==> src/rtl/ram_arb_pkg.sv <==
// ram_arb_pkg: shared definitions for the RAM arbiter.
//   arb_state_e : arbiter FSM states (ARB_IDLE, ARB_BUS)
//   ARB_PORTS   : number of requester ports
//   ARB_CU      : port index of the control unit
//   ARB_AUX     : port index of the auxiliary requester (loader / debug / DMA)
package ram_arb_pkg;

    localparam int ARB_PORTS = 2;
    localparam int ARB_CU    = 0;
    localparam int ARB_AUX   = 1;

    typedef enum logic {
        ARB_IDLE = 1'b0,
        ARB_BUS  = 1'b1
    } arb_state_e;

endpackage

==> src/rtl/ram_arb_sel.sv <==
// ram_arb_sel: combinational two-way winner selection.
//   eligible [1:0] in  : ports that may be granted this cycle
//   last           in  : port granted most recently
//   winner         out : selected port index (meaningful only when valid)
//   valid          out : at least one port is eligible
// Build option: RAM_ARB_FIXED_PRIO_EN gives port 0 absolute priority on a tie;
// otherwise a tie goes to the port that was not granted last.
module ram_arb_sel
    import ram_arb_pkg::*;
(
    input  logic [ARB_PORTS-1:0] eligible,
    input  logic                 last,
    output logic                 winner,
    output logic                 valid
);

    always_comb begin
        valid  = |eligible;
        winner = 1'b0;
`ifdef RAM_ARB_FIXED_PRIO_EN
        // Port 0 whenever it is eligible; port 1 only when alone.
        winner = ~eligible[ARB_CU];
`else
        if (&eligible) begin
            winner = ~last;
        end else begin
            winner = ~eligible[ARB_CU];
        end
`endif
    end

endmodule

==> src/rtl/ram_arbiter.sv <==
// ram_arbiter: shares one single-ported RAM between two requesters.
// One access at a time: the grant cycle registers address and strobe, the next
// cycle captures read data and pulses the owner's ack.
//   clk, rst_n                     : clock, asynchronous active-low reset
//   req0/1, we0/1, addr0/1, wdata0/1 : request side, held until ack
//   ack0/1, rdata0/1               : one-cycle ack, read data held after ack
//   addressbus, read, write, toram : RAM command side (address/data hold)
//   fromram                        : RAM read data, valid while read strobe high
// Build option: RAM_ARB_FIXED_PRIO_EN (see ram_arb_sel).
module ram_arbiter
    import ram_arb_pkg::*;
#(
    parameter int adlines   = 8,
    parameter int datalines = 16
) (
    input  logic                 clk,
    input  logic                 rst_n,
    input  logic                 req0,
    input  logic                 req1,
    input  logic                 we0,
    input  logic                 we1,
    input  logic [adlines-1:0]   addr0,
    input  logic [adlines-1:0]   addr1,
    input  logic [datalines-1:0] wdata0,
    input  logic [datalines-1:0] wdata1,
    output logic                 ack0,
    output logic                 ack1,
    output logic [datalines-1:0] rdata0,
    output logic [datalines-1:0] rdata1,
    output logic [adlines-1:0]   addressbus,
    output logic                 read,
    output logic                 write,
    output logic [datalines-1:0] toram,
    input  logic [datalines-1:0] fromram
);

    arb_state_e             state_q, state_d;
    logic                   last_q, last_d;
    logic                   owner_q, owner_d;
    logic [adlines-1:0]     addressbus_q, addressbus_d;
    logic                   read_q, read_d;
    logic                   write_q, write_d;
    logic [datalines-1:0]   toram_q, toram_d;
    logic [ARB_PORTS-1:0]   ack_q, ack_d;
    logic [datalines-1:0]   rdata0_q, rdata0_d;
    logic [datalines-1:0]   rdata1_q, rdata1_d;

    logic [ARB_PORTS-1:0]   req_vec;
    logic [ARB_PORTS-1:0]   eligible;
    logic                   grant;
    logic                   grant_valid;

    logic                   sel_we;
    logic [adlines-1:0]     sel_addr;
    logic [datalines-1:0]   sel_wdata;

    assign req_vec = {req1, req0};

    // A port in its ack cycle is masked so a still-held request is not re-granted.
    for (genvar gi = 0; gi < ARB_PORTS; gi++) begin : g_elig
        assign eligible[gi] = req_vec[gi] & ~ack_q[gi];
    end

    ram_arb_sel u_sel (
        .eligible (eligible),
        .last     (last_q),
        .winner   (grant),
        .valid    (grant_valid)
    );

    assign sel_we    = grant ? we1    : we0;
    assign sel_addr  = grant ? addr1  : addr0;
    assign sel_wdata = grant ? wdata1 : wdata0;

    always_comb begin
        state_d      = state_q;
        last_d       = last_q;
        owner_d      = owner_q;
        addressbus_d = addressbus_q;
        read_d       = 1'b0;
        write_d      = 1'b0;
        toram_d      = toram_q;
        ack_d        = '0;
        rdata0_d     = rdata0_q;
        rdata1_d     = rdata1_q;

        case (state_q)
            ARB_IDLE: begin
                if (grant_valid) begin
                    state_d      = ARB_BUS;
                    last_d       = grant;
                    owner_d      = grant;
                    addressbus_d = sel_addr;
                    read_d       = ~sel_we;
                    write_d      = sel_we;
                    if (sel_we) begin
                        toram_d = sel_wdata;
                    end
                end
            end
            ARB_BUS: begin
                // read_q still reflects the access being completed.
                state_d        = ARB_IDLE;
                ack_d[owner_q] = 1'b1;
                if (read_q) begin
                    if (owner_q) begin
                        rdata1_d = fromram;
                    end else begin
                        rdata0_d = fromram;
                    end
                end
            end
            default: state_d = ARB_IDLE;
        endcase
    end

    always_ff @(posedge clk or negedge rst_n) begin
        if (!rst_n) begin
            state_q      <= ARB_IDLE;
            last_q       <= 1'b1;      // port 0 wins the first tie
            owner_q      <= 1'b0;
            addressbus_q <= '0;
            read_q       <= 1'b0;
            write_q      <= 1'b0;
            toram_q      <= '0;
            ack_q        <= '0;
            rdata0_q     <= '0;
            rdata1_q     <= '0;
        end else begin
            state_q      <= state_d;
            last_q       <= last_d;
            owner_q      <= owner_d;
            addressbus_q <= addressbus_d;
            read_q       <= read_d;
            write_q      <= write_d;
            toram_q      <= toram_d;
            ack_q        <= ack_d;
            rdata0_q     <= rdata0_d;
            rdata1_q     <= rdata1_d;
        end
    end

    assign ack0       = ack_q[ARB_CU];
    assign ack1       = ack_q[ARB_AUX];
    assign rdata0     = rdata0_q;
    assign rdata1     = rdata1_q;
    assign addressbus = addressbus_q;
    assign read       = read_q;
    assign write      = write_q;
    assign toram      = toram_q;

endmodule

==> config.mk <==
export PLATFORM = sky130hd
export DESIGN_NAME = ram_arbiter
export DESIGN_NICKNAME = d
export VERILOG_FILES = /design/src/rtl/ram_arb_pkg.sv /design/src/rtl/ram_arb_sel.sv /design/src/rtl/ram_arbiter.sv
export SDC_FILE = /design/constraint.sdc
export NUM_CORES = 1
export LEC_CHECK = 0
export ABC_CLOCK_PERIOD_IN_PS = 3100
export BUFFER_PORTS_ARGS = -buffer_cell sky130_fd_sc_hd__buf_4
export CORE_MARGIN = 2
export CORE_UTILIZATION = 35
export CTS_BUF_LIST = sky130_fd_sc_hd__clkbuf_8
export DETAILED_ROUTE_END_ITERATION = 8
export HOLD_SLACK_MARGIN = 0.05
export PLACE_DENSITY = 0.69
export SETUP_SLACK_MARGIN = 0.3
export SYNTH_ARGS = -nofsm -noshare
export SYNTH_HDL_FRONTEND = slang
export SYNTH_SLANG_ARGS = --single-unit
==> constraint.sdc <==
create_clock -name clk -period 3.1 [get_ports clk]
set_input_delay 0.155 -clock clk [delete_from_list [all_inputs] [get_ports clk]]
set_output_delay 0.155 -clock clk [all_outputs]
set_load 0.1 [all_outputs]
==> results of run 1 <==
final cells by class:
type / count / area share, %
Timing Repair Buffer: 148 / 27.96
Multi-Input combinational cell: 105 / 25.29
Tap cell: 99 / 3.002
Sequential cell: 63 / 38.24
Inverter: 1 / 0.09096
Clock inverter: 5 / 1.759
Clock buffer: 11 / 3.669
how the worst max path moves through the flow:
| stage | startpoint | to |
|---|---|---|
| 3_3_place_gp | last_q$_DFFE_PN1P_ | toram[5]$_DFFE_PN0P_ |
| 4_1_cts | last_q$_DFFE_PN1P_ | toram[1]$_DFFE_PN0P_ |
| 6_report | last_q$_DFFE_PN1P_ | toram[5]$_DFFE_PN0P_ |
| 2_1_floorplan | ack_q[1]$_DFF_PN0_ | toram[10]$_DFFE_PN0P_ |
| 5_1_grt | last_q$_DFFE_PN1P_ | toram[5]$_DFFE_PN0P_ |
| 3_5_place_dp | last_q$_DFFE_PN1P_ | toram[1]$_DFFE_PN0P_ |
repair_timing:
item / 4_1_cts / 5_1_grt
setup endpoints to repair: 0 / 0
hold buffers: 17 / 0
buffers inserted: 0 / 0
hold endpoints to repair: 92 / 0
cell usage in the layout, fill, tap and decap left out, drive strengths merged, types with 2 or more instances in the layout:
cell           n
a21oi          3
bufinv         2
nand2b         2
buf          131
mux2          64
inv            3
nand2          8
clkbuf        11
dlygate4sd3   17
o21ai          9
dfrtp         62
mux2i          8
nor2           3
worst max-delay path: stages, from the launching register on:
cell and delay, ps:
dfstp_2 560, nor3b_4 50, or3b_4 410, a21oi_4 550
mux2_2 400
cells by family after synthesis:
logic type	count (synthesis)	share of synthesized area (%)
AND/OR/NAND/NOR	20	4.714
flip-flops	63	58.84
buffers and inverters	8	2.240
multiplexers	72	31.12
AO/OA/AOI/OAI	13	3.080
metal layers:
metal	vias to the layer above	global-route usage (%)
li1	935	-
met1	920	20.18
met2	83	23.16
met3	14	4.066
met4	0	7.449
met5	-	0
cell usage after synthesis:
library cell  count  share of area (%)
dfrtp_1          62                 58
mux2_2           55                 23
mux2_4            9                5.0
mux2i_1           8                3.0
nand2_1           8                1.1
o21ai_0           8                1.5
a21oi_1           2               0.37
buf_2             2               0.37
clkbuf_1          2               0.28
nor2_1            2               0.28
a21o_1            1               0.28
a21oi_4           1               0.61
and2_1            1               0.23
and3_2            1               0.28
buf_12            1               0.75
buf_4             1               0.28
buf_6             1               0.42
dfstp_2           1               0.98
inv_1             1               0.14
nand2b_1          1               0.23
nand2b_4          1               0.51
nand3_1           1               0.19
nand3b_1          1               0.28
nor2_2            1               0.23
nor2b_1           1               0.23
nor3b_4           1               0.70
o21ai_2           1               0.33
or3b_4            1               0.42
flip-flops by register name, summed over array words and instances (netlist names):
name,flops
ack_q,2
addressbus,8
last_q,1
owner_q,1
rdata0,16
rdata1,16
read,1
state_q,1
toram,16
write,1
per-stage QoR:
step | hold slack [ps] | instance area, um^2
final | 108.6 | 4126
after global routing | 108.9 | 4126
after global placement | 291.0 | 3732
after CTS | 93.86 | 4126
after detailed placement | 301.1 | 3732
after floorplan | -140.6 | 2681
==> reports/qor.csv, run 1 <==
metric;value;unit
status;finished, final reports clean;
post-placement setup slack;976.3;ps
vias in the first global route;2015;
Post-DP HPWL;4158;um
clk sinks;63;
Cells after Synth;176;
clock latency on the worst-skew pair;330;ps
Hold Violations, Final;0;
Non-Filler Instances;432;
area delta synth->final;53.90;%
antenna viol nets, final;0;
Via Count;1952;
setup tns final;0;ps
critical path startpoint category;flop;
per-cell routed wire length;14.27;um
Tightest Pin Transition;918.5;ps
CTS Buf Count;9;
Worst Path Max Fanout;17;
Worst Path Required;3310;ps
Die Wd;91.53;um
top layer in use;met4;
Slew headroom;38.58;%
FF+latch count, synth;63;
FP Rows;31;
DRC viols;0;
hold wc startpoint;addr1[5];
Seq/Total Area, Yosys;58.84;%
largest net degree at the start of global routing;64;
via/cell ratio;4.519;
M1 WL;2626;um
Slew Limit Fails;0;
Hold Crit Class;in2reg;
Chip Height;91.53;um
Synthesized Nets;246;
worst r2r dst;toram[5]$_DFFE_PN0P_;
initial core utilization;36.58;%
crit end category;flop;
Initial DRC Count;35;
global-route wire length before repair;9963;um
met3 routed WL;463;um
Ys Warns;0;
initial antenna violation count;0;
GRT Residual Overflow;0;
fin util;56.29;%
Reg clk slew, reported paths;70;ps
Post-Syn Area;2681;um^2
Hold EP;addressbus[5]$_DFFE_PN0P_;
die area;8377;um^2
crit path DAT;2320;ps
Inst Count DP;399;
CTS resizes;0;
# nets final;398;
layout filler cell count;634;
Worst R2R Start;last_q$_DFFE_PN1P_;
footprint of the multi-input gates;1044;um^2
Fmax achieved;474.6;MHz
n_diodes;0;
Final Worst Setup Slack;993.2;ps
post-synth cell types;28;
level count of the clock H-tree;3;
CORE AREA;7331;um^2
IO buf count;129;
Crit Path Class;reg2reg;
Final Cycle Share;67.96;%
reg2reg setup slack;990;ps
CTS root buffer;clkbuf_8;
fin crit period;2107;ps
drt pass-1 iters;4;
Reg area;1578;um^2
CTS max path bufs;2;
TritonCTS clock tree;built;
hold path depth;3;
routability cong.;0.6877;
unrepaired setup endpoints after global routing;false;
layout cells sized above 1;65.17;%
MaxCap Viol Count;0;
Met2 Wirelength;2911;um
GR Util All Layers;15.27;%
number of I/O pins;130;
Finish-stage setup viols;0;
drt total wl;6164;um
Avg Inst Size Synth;15.23;um^2
FF-to-FF path depth;4;
Worst Skew;8.525;ps
Power of run 1 is left out: the tool's default activity adds up to more than one toggle a clock period on the data nets, which glitch-free logic cannot reach.
==> run 2, diff against run 1 <==
- ABC_CLOCK_PERIOD_IN_PS: 3100 -> 2190
- clock period: 3.1 -> 2.19 ns (I/O delays scaled with it)
==> reports/qor.csv, run 2 (synthesis gave the netlist of run 1 again) <==
metric;value;unit;change
status;finished, final reports clean;;
antenna viol nets, final;0;;unchanged
drt pass-1 iters;4;;unchanged
Hold Crit Class;in2reg;;
Final Cycle Share;83.36;%;+15 points
CTS root buffer;clkbuf_8;;
Finish-stage setup viols;0;;unchanged
fin crit period;1826;ps;-281.2 ps
MaxCap Viol Count;0;;unchanged
Post-DP HPWL;4419;um;+6.3%
leading cell type in the layout, fill and taps excluded;buf_4;;
largest net degree at the start of global routing;64;;unchanged
Worst R2R Start;last_q$_DFFE_PN1P_;;
GR Util All Layers;15.15;%;-0.12 points
Tightest Pin Transition;779.5;ps;-138.9 ps
FP Rows;31;;unchanged
CTS Buf Count;9;;unchanged
per-cell routed wire length;14.24;um;-0.20%
reg2reg setup slack;360;ps;-630 ps
drt total wl;6223;um;+0.96%
Crit Path Class;reg2reg;;
GRT Residual Overflow;0;;unchanged
die area;8377;um^2;unchanged
initial antenna violation count;0;;unchanged
level count of the clock H-tree;3;;unchanged
Critical Path Slowest Stage Cell;dfstp_2;;
crit end category;flop;;
Worst Path Max Fanout;10;;-7
Die Wd;91.53;um;unchanged
Worst Skew;9.639;ps;+1.114 ps
buffers plus inverters on the worst setup path;1;;+1
Hold Violations, Final;0;;unchanged
critical path startpoint category;flop;;
initial core utilization;36.58;%;unchanged
family with the most delay on the worst path;flip-flops;;
IO buf count;129;;unchanged
vias in the first global route;2129;;+5.7%
hold path depth;3;;unchanged
DRC viols;0;;unchanged
FF-to-FF path depth;5;;+1
via/cell ratio;4.439;;-1.8%
Initial DRC Count;75;;+110%
clk sinks;63;;unchanged
hold wc startpoint;addr1[6];;
layout filler cell count;639;;+0.79%
worst r2r dst;toram[2]$_DFFE_PN0P_;;
TritonCTS clock tree;built;;
setup tns final;0;ps;unchanged
Hold EP;addressbus[6]$_DFFE_PN0P_;;
CORE AREA;7331;um^2;unchanged
CTS max path bufs;2;;unchanged
area delta synth->final;56.28;%;
Fmax achieved;547.7;MHz;+15%
CP cell instances;nor3b_4 > or3b_4 > a21oi_4 > buf_4 > mux2_2;;
global-route wire length before repair;10070;um;+1.0%
routability cong.;0.6499;;-5.5%
crit path DAT;2040;ps;-280 ps
n_diodes;0;;unchanged
Worst Path Required;2400;ps;-910 ps
CP peak stage delay;560;ps;about the same
clock latency on the worst-skew pair;320;ps;about the same
Slew headroom;48.03;%;+9.4 points
Slew Limit Fails;0;;unchanged
number of I/O pins;130;;unchanged
Chip Height;91.53;um;unchanged
Reg clk slew, reported paths;70;ps;about the same
commonest cells after routing, fill and taps aside;buf_4, dfrtp_1, mux2_2, dlygate4sd3_1, clkbuf_8;;
unrepaired setup endpoints after global routing;false;;
layout cells sized above 1;67.16;%;+2.0 points
# nets final;403;;+1.3%
Via Count;1940;;-0.61%
-- run 2: cell types whose count changed in the layout (fill, tap and decap cells not counted) --
| cell | change |
|---|---|
| buf_4 | +5 |
| dfrtp_2 | +1 |
| dfrtp_4 | +2 |
| clkinv_4 | +1 |
| inv_1 | -2 |
| dfrtp_1 | -3 |
| clkinvlp_4 | +1 |
| clkinv_2 | -1 |
| clkbuf_8 | +1 |
-- run 2: worst max path at each step --
stage	slack, ps	cells past startpoint	startpoint	endpoint
floorplan	150	5	ack_q[0]$_DFF_PN0_	toram[10]$_DFFE_PN0P_
finish	360	5	last_q$_DFFE_PN1P_	toram[2]$_DFFE_PN0P_
global placement	400	5	ack_q[0]$_DFF_PN0_	toram[15]$_DFFE_PN0P_
detailed placement	360	5	ack_q[0]$_DFF_PN0_	toram[2]$_DFFE_PN0P_
global route	330	5	ack_q[0]$_DFF_PN0_	toram[2]$_DFFE_PN0P_
CTS	350	5	ack_q[0]$_DFF_PN0_	toram[2]$_DFFE_PN0P_
-- run 2: area by class of cell --
type	instances	area [um^2]	area share, %
flip-flops and latches	63	1587	37.86
well taps	99	123.9	2.956
clock buffers	12	165.2	3.941
repair buffers	153	1191	28.43
inverters	1	3.754	0.08958
multi-input cells	105	1044	24.90
clock inverters	4	76.32	1.821
-- run 2: through the flow --
step           worst slack [ps]  area, um^2  utilization, %  instances  hold WS [ps]
2_1_floorplan             147.4        2690               -        176        -186.1
3_3_place_gp              398.7        3779           51.54        404         236.8
5_1_grt                   326.3        4190           57.16        437         78.36
6_report                  364.3        4190           57.16        437         75.17
4_1_cts                   351.5        4190           57.16        437         66.75
3_5_place_dp              360.6        3779           51.54        404         250.3
-- run 2: routing by layer --
metal / track usage (%) / vias up / share of wire [%]
met5: 0 / - / 0
met4: 6.566 / 0 / 2.0
met3: 3.402 / 10 / 5.7
met2: 27.08 / 72 / 52
met1: 17.21 / 922 / 41
li1: - / 936 / -
-- run 2: timing repair --
| item | CTS | global route |
|---|---|---|
| resized for setup | 0 | 0 |
| hold buffers | 17 | 0 |
| setup buffers | 0 | 0 |
| endpoints found under the hold margin | 94 | 0 |
-- run 2: tightest hold or removal path, stage by stage --
cell	delay, ps
buf_4	70
mux2i_1	50
o21ai_0	130
Power of run 2 is left out for the same reason.
==> run 3, diff against run 2 <==
- ABC_CLOCK_PERIOD_IN_PS: 2190 -> 1800
- clock period: 2.19 -> 1.8 ns (I/O delays scaled with it)
==> reports/qor.csv, run 3 (synthesis gave the netlist of run 1 again) <==
metric;value;unit;change
status;complete, but fails checks;;
failing checks;negative setup slack;;
n_diodes;0;;unchanged
Finished Cell Area;4538;um^2;+8.3%
IO buf count;129;;unchanged
Via Count;2041;;+5.2%
Slew Limit Fails;0;;unchanged
Inst Count DP;404;;unchanged
fin util;61.90;%;+4.7 points
initial antenna violation count;0;;unchanged
Final Worst Setup Slack;-36.79;ps;-401.1 ps
initial core utilization;36.58;%;unchanged
crit path from;ack_q[0]$_DFF_PN0_;;
clock latency on the worst-skew pair;330;ps;about the same
crit path DAT;2050;ps;about the same
crit end category;flop;;
level count of the clock H-tree;3;;unchanged
Initial DRC Count;50;;-33%
Final Cycle Share;102.0;%;+19 points
CTS Buf Count;9;;unchanged
Hold Crit Class;in2reg;;
Fmax achieved;544.4;MHz;-0.61%
leading cell type in the layout, fill and taps excluded;buf_4;;
largest net degree at the start of global routing;37;;-42%
Non-Filler Instances;456;;+4.3%
number of I/O pins;130;;unchanged
hold wc startpoint;addr1[2];;
CORE AREA;7331;um^2;unchanged
reg2reg setup slack;-40;ps;-400 ps
Chip Height;91.53;um;unchanged
MaxCap Viol Count;0;;unchanged
via/cell ratio;4.476;;+0.82%
layout cells sized above 1;65.55;%;-1.6 points
Crit Path Class;reg2reg;;
Tightest Pin Transition;479.1;ps;-300.4 ps
FP Rows;31;;unchanged
Reg clk slew, reported paths;70;ps;about the same
global-route wire length before repair;10620;um;+5.5%
drt total wl;6496;um;+4.4%
routability cong.;0.6969;;+7.2%
Worst Path Max Fanout;17;;+7
met3 routed WL;389;um;+10%
top layer in use;met4;;
Post-DP HPWL;4343;um;-1.7%
clk sinks;63;;unchanged
commonest cells after routing, fill and taps aside;buf_4, dfrtp_1, mux2_2, dlygate4sd3_1, mux2_4;;
die area;8377;um^2;unchanged
setup tns final;-190.6;ps;-190.6 ps
TritonCTS clock tree;built;;
Die Wd;91.53;um;unchanged
Finish-stage setup viols;11;;+11
CP peak stage delay;480;ps;-80 ps
GR Util All Layers;16.28;%;+1.1 points
antenna viol nets, final;0;;unchanged
GRT Residual Overflow;0;;unchanged
Worst R2R Start;ack_q[0]$_DFF_PN0_;;
per-cell routed wire length;14.25;um;about the same
Critical Path Slowest Stage Cell;dfrtp_4;;
DRC viols;0;;unchanged
unrepaired setup endpoints after global routing;true;;
Slew headroom;68.02;%;+20 points
vias in the first global route;2145;;+0.75%
# nets final;422;;+4.7%
CP cell instances;nand2b_4 > or3b_4 > a21oi_4 > buf_12 > mux2_2;;
M1 WL;2757;um;+9.3%
fin crit period;1837;ps;+11.12 ps
CTS root buffer;clkbuf_8;;
drt pass-1 iters;4;;unchanged
critical path startpoint category;flop;;
Met2 Wirelength;3191;um;-1.0%
Hold Violations, Final;0;;unchanged
Worst Path Required;2010;ps;-390 ps
area delta synth->final;69.25;%;
CTS max path bufs;2;;unchanged
Placed Area;3861;um^2;+2.2%
Worst Skew;7.095;ps;-2.544 ps
run 3: cell types whose count changed in the layout (fill, tap and decap cells not counted), sizes merged:
cell and delta:
buf +4, dlygate4sd3 +14, inv +1
run 3: repair_timing:
item / CTS / global route
pin swaps: 0 / 2
setup buffers: 4 / 0
endpoints found under the setup margin: 24 / 28
gates cloned: 0 / 1
hold buffers: 31 / 0
endpoints found under the hold margin: 73 / 0
resized for setup: 6 / 18
run 3: worst max-delay path: cells and delay by family (launching register included):
| kind | cells | cell delay [ps] |
|---|---|---|
| compound gates | 1 | 150 |
| buf+inv | 1 | 180 |
| flops | 1 | 480 |
| mux | 1 | 350 |
| simple gates | 2 | 550 |
run 3: cell type report:
| cell class | count | area [um^2] |
|---|---|---|
| Sequential cell | 63 | 1589 |
| Clock inverter | 5 | 72.57 |
| Clock buffer | 11 | 151.4 |
| Fill cell | 583 | 2793 |
| Inverter | 1 | 7.507 |
| Timing Repair Buffer | 172 | 1489 |
| Multi-Input combinational cell | 105 | 1105 |
| Tap cell | 99 | 123.9 |
run 3: per-layer routing:
metal | track usage [%] | up-vias
li1 | - | 974
met1 | 20.73 | 975
met2 | 26.16 | 79
met3 | 3.320 | 13
met4 | 8.333 | 0
met5 | 0 | -
run 3: per-stage QoR:
stage	setup slack, ps	hold slack (ps)
floorplan	-242.6	-205.6
detailed placement	-33.17	81.45
finish	-36.79	53.76
global route	-92.20	69.15
global placement	11.93	80.40
CTS	-32.24	58.14
run 3: final timing paths:
check	end	cells past startpoint
max in group asynchronous	rdata1[7]$_DFFE_PN0P_	3
hold / removal	addressbus[2]$_DFFE_PN0P_	3
hold reg to reg	addressbus[5]$_DFFE_PN0P_	2
min in group asynchronous	addressbus[7]$_DFFE_PN0P_	2
setup / recovery	toram[2]$_DFFE_PN0P_	5
setup reg to reg	toram[2]$_DFFE_PN0P_	5
Power of run 3 is left out for the same reason.
